[config.mk]
export PLATFORM = sky130hd
export DESIGN_NAME = dip_switch_ctrl_flat
export DESIGN_NICKNAME = d
export VERILOG_FILES = /design/src/rtl/dip_switch_ctrl_pkg.sv /design/src/rtl/dip_switch_ctrl_if.sv /design/src/rtl/dip_switch_ctrl_debounce.sv /design/src/rtl/dip_switch_ctrl.sv /design/src/flat_wrapper.sv
export SDC_FILE = /design/constraint.sdc
export NUM_CORES = 1
export LEC_CHECK = 0
export ABC_AREA = 1
export BUFFER_PORTS_ARGS = -buffer_cell sky130_fd_sc_hd__buf_2
export CORE_UTILIZATION = 50
export DETAILED_ROUTE_END_ITERATION = 8
export PLACE_DENSITY = 0.69
export SLEW_MARGIN = 20
export SYNTH_ARGS = -nofsm -noshare
export SYNTH_HDL_FRONTEND = slang
export SYNTH_SLANG_ARGS = --single-unit
[constraint.sdc]
create_clock -name clk -period 1.9 [get_ports clk]
set_input_delay 0.19 -clock clk [delete_from_list [all_inputs] [get_ports clk]]
set_output_delay 0.19 -clock clk [all_outputs]
set_load 0.02 [all_outputs]
[src/rtl/dip_switch_ctrl_pkg.sv]
// dip_switch_ctrl_pkg: CTRL bit layout and register map helpers
package dip_switch_ctrl_pkg;
  localparam int IRQ_EN_BIT = 0;
  localparam int PENDING_BIT = 1;
  function automatic int calc_nw(input int n_banks);
    return (n_banks + 3) / 4;
  endfunction
  function automatic int ctrl_addr(input int n_banks);
    return calc_nw(n_banks);
  endfunction
endpackage

[src/rtl/dip_switch_ctrl_if.sv]
// dip_switch_ctrl_if: bridge-side register bus plus interrupt line
interface dip_switch_ctrl_if;
  logic [4:0] addr;
  logic we;
  logic [31:0] wdata;
  logic [31:0] rdata;
  logic irq;
  modport master (output addr, we, wdata, input rdata, irq);
  modport slave (input addr, we, wdata, output rdata, irq);
endinterface

[src/rtl/dip_switch_ctrl_debounce.sv]
// switch_debounce: synchronise and debounce one 8-bit switch bank
module switch_debounce #(
  parameter int DEBOUNCE_CYCLES = 250000,
  parameter bit ACTIVE_LOW = 1'b1
) (
  input  logic clk,
  input  logic reset,
  input  logic [7:0] sw,
  output logic [7:0] stable,
  output logic change
);
  localparam int CW = $clog2(DEBOUNCE_CYCLES + 1);
  localparam logic [CW-1:0] LAST = CW'(DEBOUNCE_CYCLES - 1);
  logic [7:0] sync1_q, sync2_q, stable_q, stable_d, logical;
  logic [CW-1:0] cnt_q, cnt_d;
  assign logical = ACTIVE_LOW ? ~sync2_q : sync2_q;
  assign change = (logical != stable_q) && (cnt_q == LAST);
  assign stable = stable_q;
  // count consecutive cycles of disagreement; accept whatever value is present on the last one
  always_comb begin
    cnt_d = (logical == stable_q || change) ? '0 : cnt_q + 1'b1;
    stable_d = change ? logical : stable_q;
  end
  // two-flop synchroniser resets to the inactive raw level so reset reads as all-off
  always_ff @(posedge clk) begin
    if (reset) begin
      sync1_q <= {8{ACTIVE_LOW}};
      sync2_q <= {8{ACTIVE_LOW}};
      stable_q <= '0;
      cnt_q <= '0;
    end else begin
      sync1_q <= sw;
      sync2_q <= sync1_q;
      stable_q <= stable_d;
      cnt_q <= cnt_d;
    end
  end
endmodule

[src/rtl/dip_switch_ctrl.sv]
// dip_switch_ctrl: debounced switch banks exposed as read words with a sticky change interrupt
module dip_switch_ctrl
  import dip_switch_ctrl_pkg::*;
#(
  parameter int N_BANKS = 8,
  parameter int DEBOUNCE_CYCLES = 250000,
  parameter bit ACTIVE_LOW = 1'b1
) (
  input  logic clk,
  input  logic reset,
  input  logic [8*N_BANKS-1:0] sw_in,
  dip_switch_ctrl_if.slave bus
);
  localparam int NW = calc_nw(N_BANKS);
  localparam logic [4:0] CTRL_ADDR = 5'(ctrl_addr(N_BANKS));
  logic [32*NW-1:0] words;
  logic [N_BANKS-1:0] changes;
  logic [31:0] ctrl, rdata;
  logic irq_en_q, irq_en_d, pending_q, pending_d, ctrl_wr;
  logic unused_wdata;
  for (genvar b = 0; b < 4 * NW; b++) begin : g_bank
    if (b < N_BANKS) begin : g_real
      switch_debounce #(.DEBOUNCE_CYCLES(DEBOUNCE_CYCLES), .ACTIVE_LOW(ACTIVE_LOW)) u_db (
        .clk(clk),
        .reset(reset),
        .sw(sw_in[8*b+:8]),
        .stable(words[8*b+:8]),
        .change(changes[b])
      );
    end else begin : g_pad
      assign words[8*b+:8] = 8'h00;
    end
  end
  assign ctrl_wr = bus.we && bus.addr == CTRL_ADDR;
  assign unused_wdata = ^bus.wdata;
  // CTRL register: a bank acceptance wins over a same-edge clear
  always_comb begin
    ctrl = '0;
    ctrl[IRQ_EN_BIT] = irq_en_q;
    ctrl[PENDING_BIT] = pending_q;
    irq_en_d = ctrl_wr ? bus.wdata[IRQ_EN_BIT] : irq_en_q;
    pending_d = (|changes) | (pending_q & ~(ctrl_wr & bus.wdata[PENDING_BIT]));
  end
  // read mux: data words below CTRL, CTRL at NW, zero above
  always_comb begin
    rdata = bus.addr == CTRL_ADDR ? ctrl : 32'h0;
    for (int w = 0; w < NW; w++) rdata = bus.addr == 5'(w) ? words[32*w+:32] : rdata;
  end
  assign bus.rdata = rdata;
  assign bus.irq = pending_q & irq_en_q;
  // interrupt enable and sticky pending flag
  always_ff @(posedge clk) begin
    if (reset) begin
      irq_en_q <= 1'b0;
      pending_q <= 1'b0;
    end else begin
      irq_en_q <= irq_en_d;
      pending_q <= pending_d;
    end
  end
endmodule

[src/flat_wrapper.sv]
// flat-port wrapper written by rule: the top's interface ports become plain ports
module dip_switch_ctrl_flat import dip_switch_ctrl_pkg::*;
#(
  parameter int N_BANKS = 8,
  parameter int DEBOUNCE_CYCLES = 250000,
  parameter bit ACTIVE_LOW = 1'b1
)
  (clk, reset, sw_in, bus_addr, bus_we, bus_wdata, bus_rdata, bus_irq);
  dip_switch_ctrl_if bus_i ();
  input  logic clk;
  input  logic reset;
  input  logic [8*N_BANKS-1:0] sw_in;
  input wire logic [$bits(bus_i.addr)-1:0] bus_addr;
  input wire logic [$bits(bus_i.we)-1:0] bus_we;
  input wire logic [$bits(bus_i.wdata)-1:0] bus_wdata;
  output wire logic [$bits(bus_i.rdata)-1:0] bus_rdata;
  output wire logic [$bits(bus_i.irq)-1:0] bus_irq;
  assign bus_i.addr = bus_addr;
  assign bus_i.we = bus_we;
  assign bus_i.wdata = bus_wdata;
  assign bus_rdata = bus_i.rdata;
  assign bus_irq = bus_i.irq;
  dip_switch_ctrl #(.N_BANKS(N_BANKS), .DEBOUNCE_CYCLES(DEBOUNCE_CYCLES), .ACTIVE_LOW(ACTIVE_LOW)) u_core (.clk(clk), .reset(reset), .sw_in(sw_in), .bus(bus_i));
endmodule
==> results.tsv, run 1 <==
stage	metric	value	unit
status	outcome	finished, final reports clean	
synthesis	synth_cell_type_count	46	
placement	hpwl	19.5	mm
setup_path	crit_arrival	1540	ps
cts	root_buffer	clkbuf_16	
floorplan	core_area	27800	sq um
setup_path	crit_path_end	bus_rdata[24]	
synthesis	async_flop_share	0	%
timing	worst_pin_slew	698	ps
detailed_routing	viasPerCell	4.85	
timing	fin_skew	26.1	ps
setup_path	cp_slowest_stage_delay	430	ps
final_layout	antenna_cells	0	
cts	cts_max_path_buffers	3	
synthesis	synth_seq_area_share	47.9	%
detailed_routing	wire_per_inst	12.2	microns
placement	placed_cells	2274	
timing	hold_viol	0	
timing	final-max-slew-violation-count	0	
power	power_switching	3.21	mW
setup_path	crit_cells	7	
synthesis	netlist_instances	1818	
final_layout	drive_above_1_share	19.3	%
power	pwr_density_cell	894	nW/um^2
final_layout	syn_to_final_growth	19.7	%
setup_path	path_buf_inv	3	
synthesis	ys_top_cells_by_count	338 x dfxtp_1, 337 x nand2_1, 233 x inv_1, 228 x nor2_1, 134 x or2_2	
synthesis	synth_most_common_cell	dfxtp_1	
global_routing	grt_pass1_vias	10900	
synthesis	yosysTopAreaCell	dfxtp_1	
detailed_routing	dr.first_iter.drc_count	620	
min_path	min_delay_path_depth	4	
timing	fmax	577	MHz
power	clkPwrFrac	46.7	%
detailed_routing	wl	29.2	mm
power	vdd_drop_max	0.582	mV
setup_path	crit_type	in2out	
power	comb_power_share	4.8	%
timing	setup_ws	166	ps
timing	grt_setup_unrepaired	no	
synthesis	syn_area_per_cell	7.78	sq um
floorplan	die_w	170	microns
cts	clkTransAtPathRegs	60	ps
timing	tns	0	ps
timing	slew_headroom	53.5	%
setup_path	endpoint_kind	output pin	
global_routing	grt_pass1_wl	49.0	mm
setup_path	cp_max_fo	10	
floorplan	rows	61	
timing	min_period	1730	ps
setup_path	reg2regPathDepth	8	
floorplan	start_util	50.9	%
detailed_routing	first_pass_iters	5	
detailed_routing	vias	11600	
synthesis	synth_top_area_share	47.9	%
placement	gp_congestion	0.859	
setup_path	r2r_setup_slack	180	ps
power	seq_power_share	48.5	%
detailed_routing	antenna_left	0	
floorplan	io_pins	137	
power	p_leak	7.22	nW
setup_path	critical_path.startpoint_type	primary input	
placement	port_buffers	106	
synthesis	ys.warnings.count	0	
synthesis	netlist_top_cells_area	dfxtp_1 48%, nand2_1 8.9%, inv_1 6.2%	
synthesis	syn_nets	1930	
final_layout	fin_nets	2112	
global_routing	antenna_found_initial	0	
cts	clock-sinks	338	
synthesis	synth_seq_cells	338	
timing	setup_viol	0	
setup_path	path_common_cell	buf_2	
global_routing	grt_start_max_net_pins	167	
setup_path	r2r_end	u_core.g_bank[0].g_real.u_db.cnt_q[2]$_SDFF_PP0_	
synthesis	synthFlopType	dfxtp_1	
setup_path	path_cells	buf_2 -> nor2_1 -> nand3_1 -> clkinv_1 -> nand2_1 -> o21ai_0 -> buf_2	
setup_path	critPathLaunch	bus_addr[3]	
cts	htree_levels	2	
global_routing	grtUsageTotal	20.4	%
power	switching_share	21.2	%
setup_path	slowest_stage	clkinv_1	
timing	fin_crit_sh	91.3	%
flow_run	drv_cap	0	
cts	tritoncts	done	
cts	clkLatencyLatePin	530	ps
floorplan	die-area	29000	sq um
power	finalPower	15.1	mW
cts	numCtsBuffers	36	
min_path	hold_class	in2reg	
setup_path	r2r_start	u_core.g_bank[0].g_real.u_db.cnt_q[0]$_SDFF_PP0_	
global_routing	overflow	0	
power	p_int	11.9	mW
synthesis	syn-cell-area	14100	sq um
detailed_routing	drc	0	
setup_path	cp_top_family	buffers and inverters	
floorplan	die_h	170	microns
placement	pre_cts_slack	80.3	ps
final_layout	finalNonFillerCells	2399	
setup_path	crit_required	1710	ps
synthesis	synth_edf_count	0	
[cells by family after synthesis]
logic type	share of synthesized area (%)
buffers and inverters	8.03
AO/OA/AOI/OAI	7.93
flip-flops	47.9
XOR/XNOR	4.15
AND/OR/NAND/NOR	31.3
adder cells (fa/ha/maj)	0.708
[final cells by class]
cell class,instances,area [sq um]
fill,2508,10900
inverter,240,907
multi-input combinational,1197,6260
timing repair buffer,187,1330
tap,378,473
clock buffer,48,986
sequential,338,6770
clock inverter,11,198
[cell usage in the layout, fill, tap and decap left out, drive strengths merged, types with 3 or more instances in the layout]
cell type / instances
nand3b: 4
nand2: 349
xor2: 54
and3: 3
xnor2: 13
ha: 8
a21oi: 67
buf: 122
dfxtp: 338
o21ai: 44
inv: 239
clkbuf: 48
nor3b: 17
nand3: 72
nor2: 260
a31oi: 8
nor4: 5
bufinv: 5
a211oi: 32
dlygate4sd3: 65
o22ai: 22
nand4: 39
or2: 137
nor3: 52
clkinv: 5
[power by group through the flow]
stage / Clock (mW) / Combinational [mW] / Sequential [mW]
floorplan: 0 / 0.420 / 7.47
global placement: 0 / 0.602 / 7.49
detailed placement: 0 / 0.615 / 7.50
CTS: 7.23 / 0.720 / 7.34
global route: 7.55 / 0.818 / 7.35
finish: 7.07 / 0.723 / 7.34
[worst min path at each step]
stage / from / to / slack (ps)
floorplan: sw_in[0] / u_core.g_bank[0].g_real.u_db.sync1_q[0]$_SDFF_PP1_ / 290
global placement: sw_in[17] / u_core.g_bank[2].g_real.u_db.sync1_q[1]$_SDFF_PP1_ / 370
detailed placement: sw_in[29] / u_core.g_bank[3].g_real.u_db.sync1_q[5]$_SDFF_PP1_ / 370
CTS: bus_we / u_core.irq_en_q$_SDFFE_PP0N_ / 90
global route: bus_we / u_core.irq_en_q$_SDFFE_PP0N_ / 130
finish: bus_we / u_core.irq_en_q$_SDFFE_PP0N_ / 100
[tightest hold or removal path: cells and delay by family]
kind	cells	cell delay, ps
buf+inv	2	150
compound gates	1	140
simple gates	1	90
[per-layer routing]
metal	routed length [microns]	vias to the layer above	global-route usage, %
li1	-	6112	-
met1	13700	5289	26.0
met2	13800	196	35.2
met3	1210	44	3.37
met4	502	0	5.88
met5	0	-	0
[sequential cells by signal (all words and copies together) (netlist names)]
signal / cells
u_core.irq_en_q: 1
u_core.g_bank.g_real.u_db.sync2_q: 64
u_core.pending_q: 1
u_core.g_bank.g_real.u_db.sync1_q: 64
u_core.g_bank.g_real.u_db.stable: 64
u_core.g_bank.g_real.u_db.cnt_q: 144
[stage by stage]
stage | utilization [%] | hold WS, ps | instance area [sq um]
global placement | 54.2 | 371 | 15000
finish | 60.9 | 102 | 16900
floorplan | - | 294 | 14100
detailed placement | 54.2 | 374 | 15000
CTS | 60.8 | 91.4 | 16900
global route | 60.9 | 127 | 16900
[what timing repair did]
action / 4_1_cts / 5_1_grt
hold buffers: 65 / 0
endpoints found under the hold margin: 65 / 0
setup buffers: 0 / 1
endpoints found under the setup margin: 0 / 39
resized for setup: 0 / 9
(Power assumes the default switching activity.)
==> run 2, diff against run 1 <==
PLACE_DENSITY = default   (was 0.69)
PLACE_DENSITY_LB_ADDON = 0.2   (was default)
==> results.tsv, run 2 (synthesis results as in run 1) <==
stage	metric	value	unit
final_layout	top_register	u_core.g_bank.g_real.u_db.cnt_q	
setup_path	endpoint_kind	register	
setup_path	slowest_stage	dfxtp_1	
floorplan	die_w	170	microns
floorplan	rows	61	
detailed_routing	dr.first_iter.drc_count	615	
cts	numCtsBuffers	38	
flow_run	drv_cap	0	
timing	fin_hold_ws	75.7	ps
placement	port_buffers	106	
setup_path	crit_required	2330	ps
cts	clkTransAtPathRegs	60	ps
floorplan	start_util	50.9	%
cts	postCtsSetupBuffers	0	
timing	setup_viol	0	
final_layout	fin_nets	2117	
final_layout	final_cell_mix	337 x nand2_1, 337 x dfxtp_1, 232 x inv_1	
power	pwr_density_cell	897	nW/um^2
global_routing	antenna_found_initial	0	
timing	final-max-slew-violation-count	0	
cts	htree_levels	2	
cts	root_buffer	clkbuf_16	
setup_path	path_cells	ha_1 -> nand2_2 -> nor2_4 -> nand3_1 -> nor2_2 -> nand2_2 -> or2_2 -> a21oi_1	
detailed_routing	wire_per_inst	11.9	microns
global_routing	grt_start_max_net_pins	167	
min_path	min_delay_path_depth	4	
timing	grt_setup_unrepaired	yes	
cts	clkLatencyLatePin	510	ps
floorplan	die_h	170	microns
detailed_routing	first_pass_iters	5	
final_layout	syn_to_final_growth	20.2	%
setup_path	cp_slowest_stage_delay	340	ps
detailed_routing	wl	28.6	mm
setup_path	crit_type	reg2reg	
final_layout	final_core_util	61.2	%
setup_path	crit_arrival	2140	ps
power	vdd_drop_max	0.691	mV
status	outcome	finished, final reports clean	
detailed_routing	viasPerCell	4.79	
placement	placed_cells	2278	
global_routing	grtUsageTotal	20.2	%
setup_path	crit_cells	8	
floorplan	core_area	27800	sq um
setup_path	path_buf_inv	0	
timing	fmax	583	MHz
detailed_routing	vias	11500	
global_routing	grt_pass1_wl	48.3	mm
timing	hold_viol	0	
setup_path	cp_max_fo	12	
timing	fin_crit_sh	90.3	%
detailed_routing	antenna_left	0	
floorplan	die-area	29000	sq um
floorplan	io_pins	137	
placement	hpwl	19.6	mm
power	finalPower	15.2	mW
final_layout	antenna_cells	0	
global_routing	overflow	0	
min_path	hold_class	in2reg	
timing	min_period	1710	ps
cts	tritoncts	done	
final_layout	drive_above_1_share	19.6	%
placement	gp_congestion	0.861	
timing	fin_skew	11.7	ps
timing	slew_headroom	59.9	%
detailed_routing	drc	0	
final_layout	finalNonFillerCells	2409	
setup_path	critical_path.startpoint_type	register	
setup_path	cp_top_family	simple AND/OR/NAND/NOR gates	
setup_path	path_common_cell	nand2_2	
global_routing	grt_pass1_vias	10600	
cts	cts_max_path_buffers	3	
timing	worst_pin_slew	602	ps
final_layout	largest_register_ffs	144	
setup_path	reg2regPathDepth	8	
power	p_leak	7.26	nW
cts	clock-sinks	338	
## run 2: cell count changes in the layout (fill, tap and decap cells not counted), moves of 2 or more
cell	previous run	this run
buf_4	15	17
bufinv_16	5	3
clkbuf_16	36	39
clkinv_2	3	7
clkbuf_8	4	7
## run 2: final timing paths
check	startpoint	endpoint	slack [ps]
worst max-delay path	u_core.g_bank[7].g_real.u_db.cnt_q[1]$_SDFF_PP0_	u_core.g_bank[7].g_real.u_db.stable[4]$_SDFFE_PP0P_	190
worst min register to register	u_core.g_bank[6].g_real.u_db.sync1_q[3]$_SDFF_PP1_	u_core.g_bank[6].g_real.u_db.sync2_q[3]$_SDFF_PP1_	400
worst max register to register	u_core.g_bank[7].g_real.u_db.cnt_q[1]$_SDFF_PP0_	u_core.g_bank[7].g_real.u_db.stable[4]$_SDFFE_PP0P_	190
worst min-delay path	bus_we	u_core.irq_en_q$_SDFFE_PP0N_	80
## run 2: area by class of cell
| type | instances | area, sq um |
|---|---|---|
| Clock inverter | 12 | 141 |
| Multi-Input combinational cell | 1197 | 6240 |
| Clock buffer | 54 | 1100 |
| Tap cell | 378 | 473 |
| Timing Repair Buffer | 190 | 1360 |
| Sequential cell | 338 | 6770 |
| Fill cell | 2451 | 10800 |
| Inverter | 240 | 903 |
## run 2: worst reg2reg max path: cells and delay by family, from the launching register on
kind | cells | cell delay (ps)
flops | 1 | 340
compound gates | 1 | 120
simple gates | 6 | 990
fa+ha+maj | 1 | 190
## run 2: what timing repair did
action / in CTS / in global routing
setup endpoints to repair: 0 / 18
hold endpoints to repair: 65 / 0
hold buffers: 65 / 0
resized for setup: 0 / 4
## run 2: layer usage
| layer | vias to the layer above | wire, microns | track usage (%) |
|---|---|---|---|
| met4 | 0 | 492 | 5.76 |
| met2 | 191 | 13300 | 33.7 |
| li1 | 6120 | - | - |
| met5 | - | 0 | 0 |
| met3 | 35 | 1210 | 3.40 |
| met1 | 5195 | 13600 | 26.7 |
## run 2: power by group
group	internal [mW]	switching, mW	total, mW
Sequential	7.26	0.0803	7.34
Combinational	0.359	0.377	0.736
Clock	4.44	2.74	7.17
Total	12.1	3.19	15.2
## run 2: per-stage QoR
stage	setup WS, ps	TNS, ps	area (sq um)
after floorplan	349	0	14100
after global placement	173	0	15100
after detailed placement	108	0	15100
after CTS	70.8	0	17000
after global routing	-0.0699	-0.0699	17000
final	185	0	17000
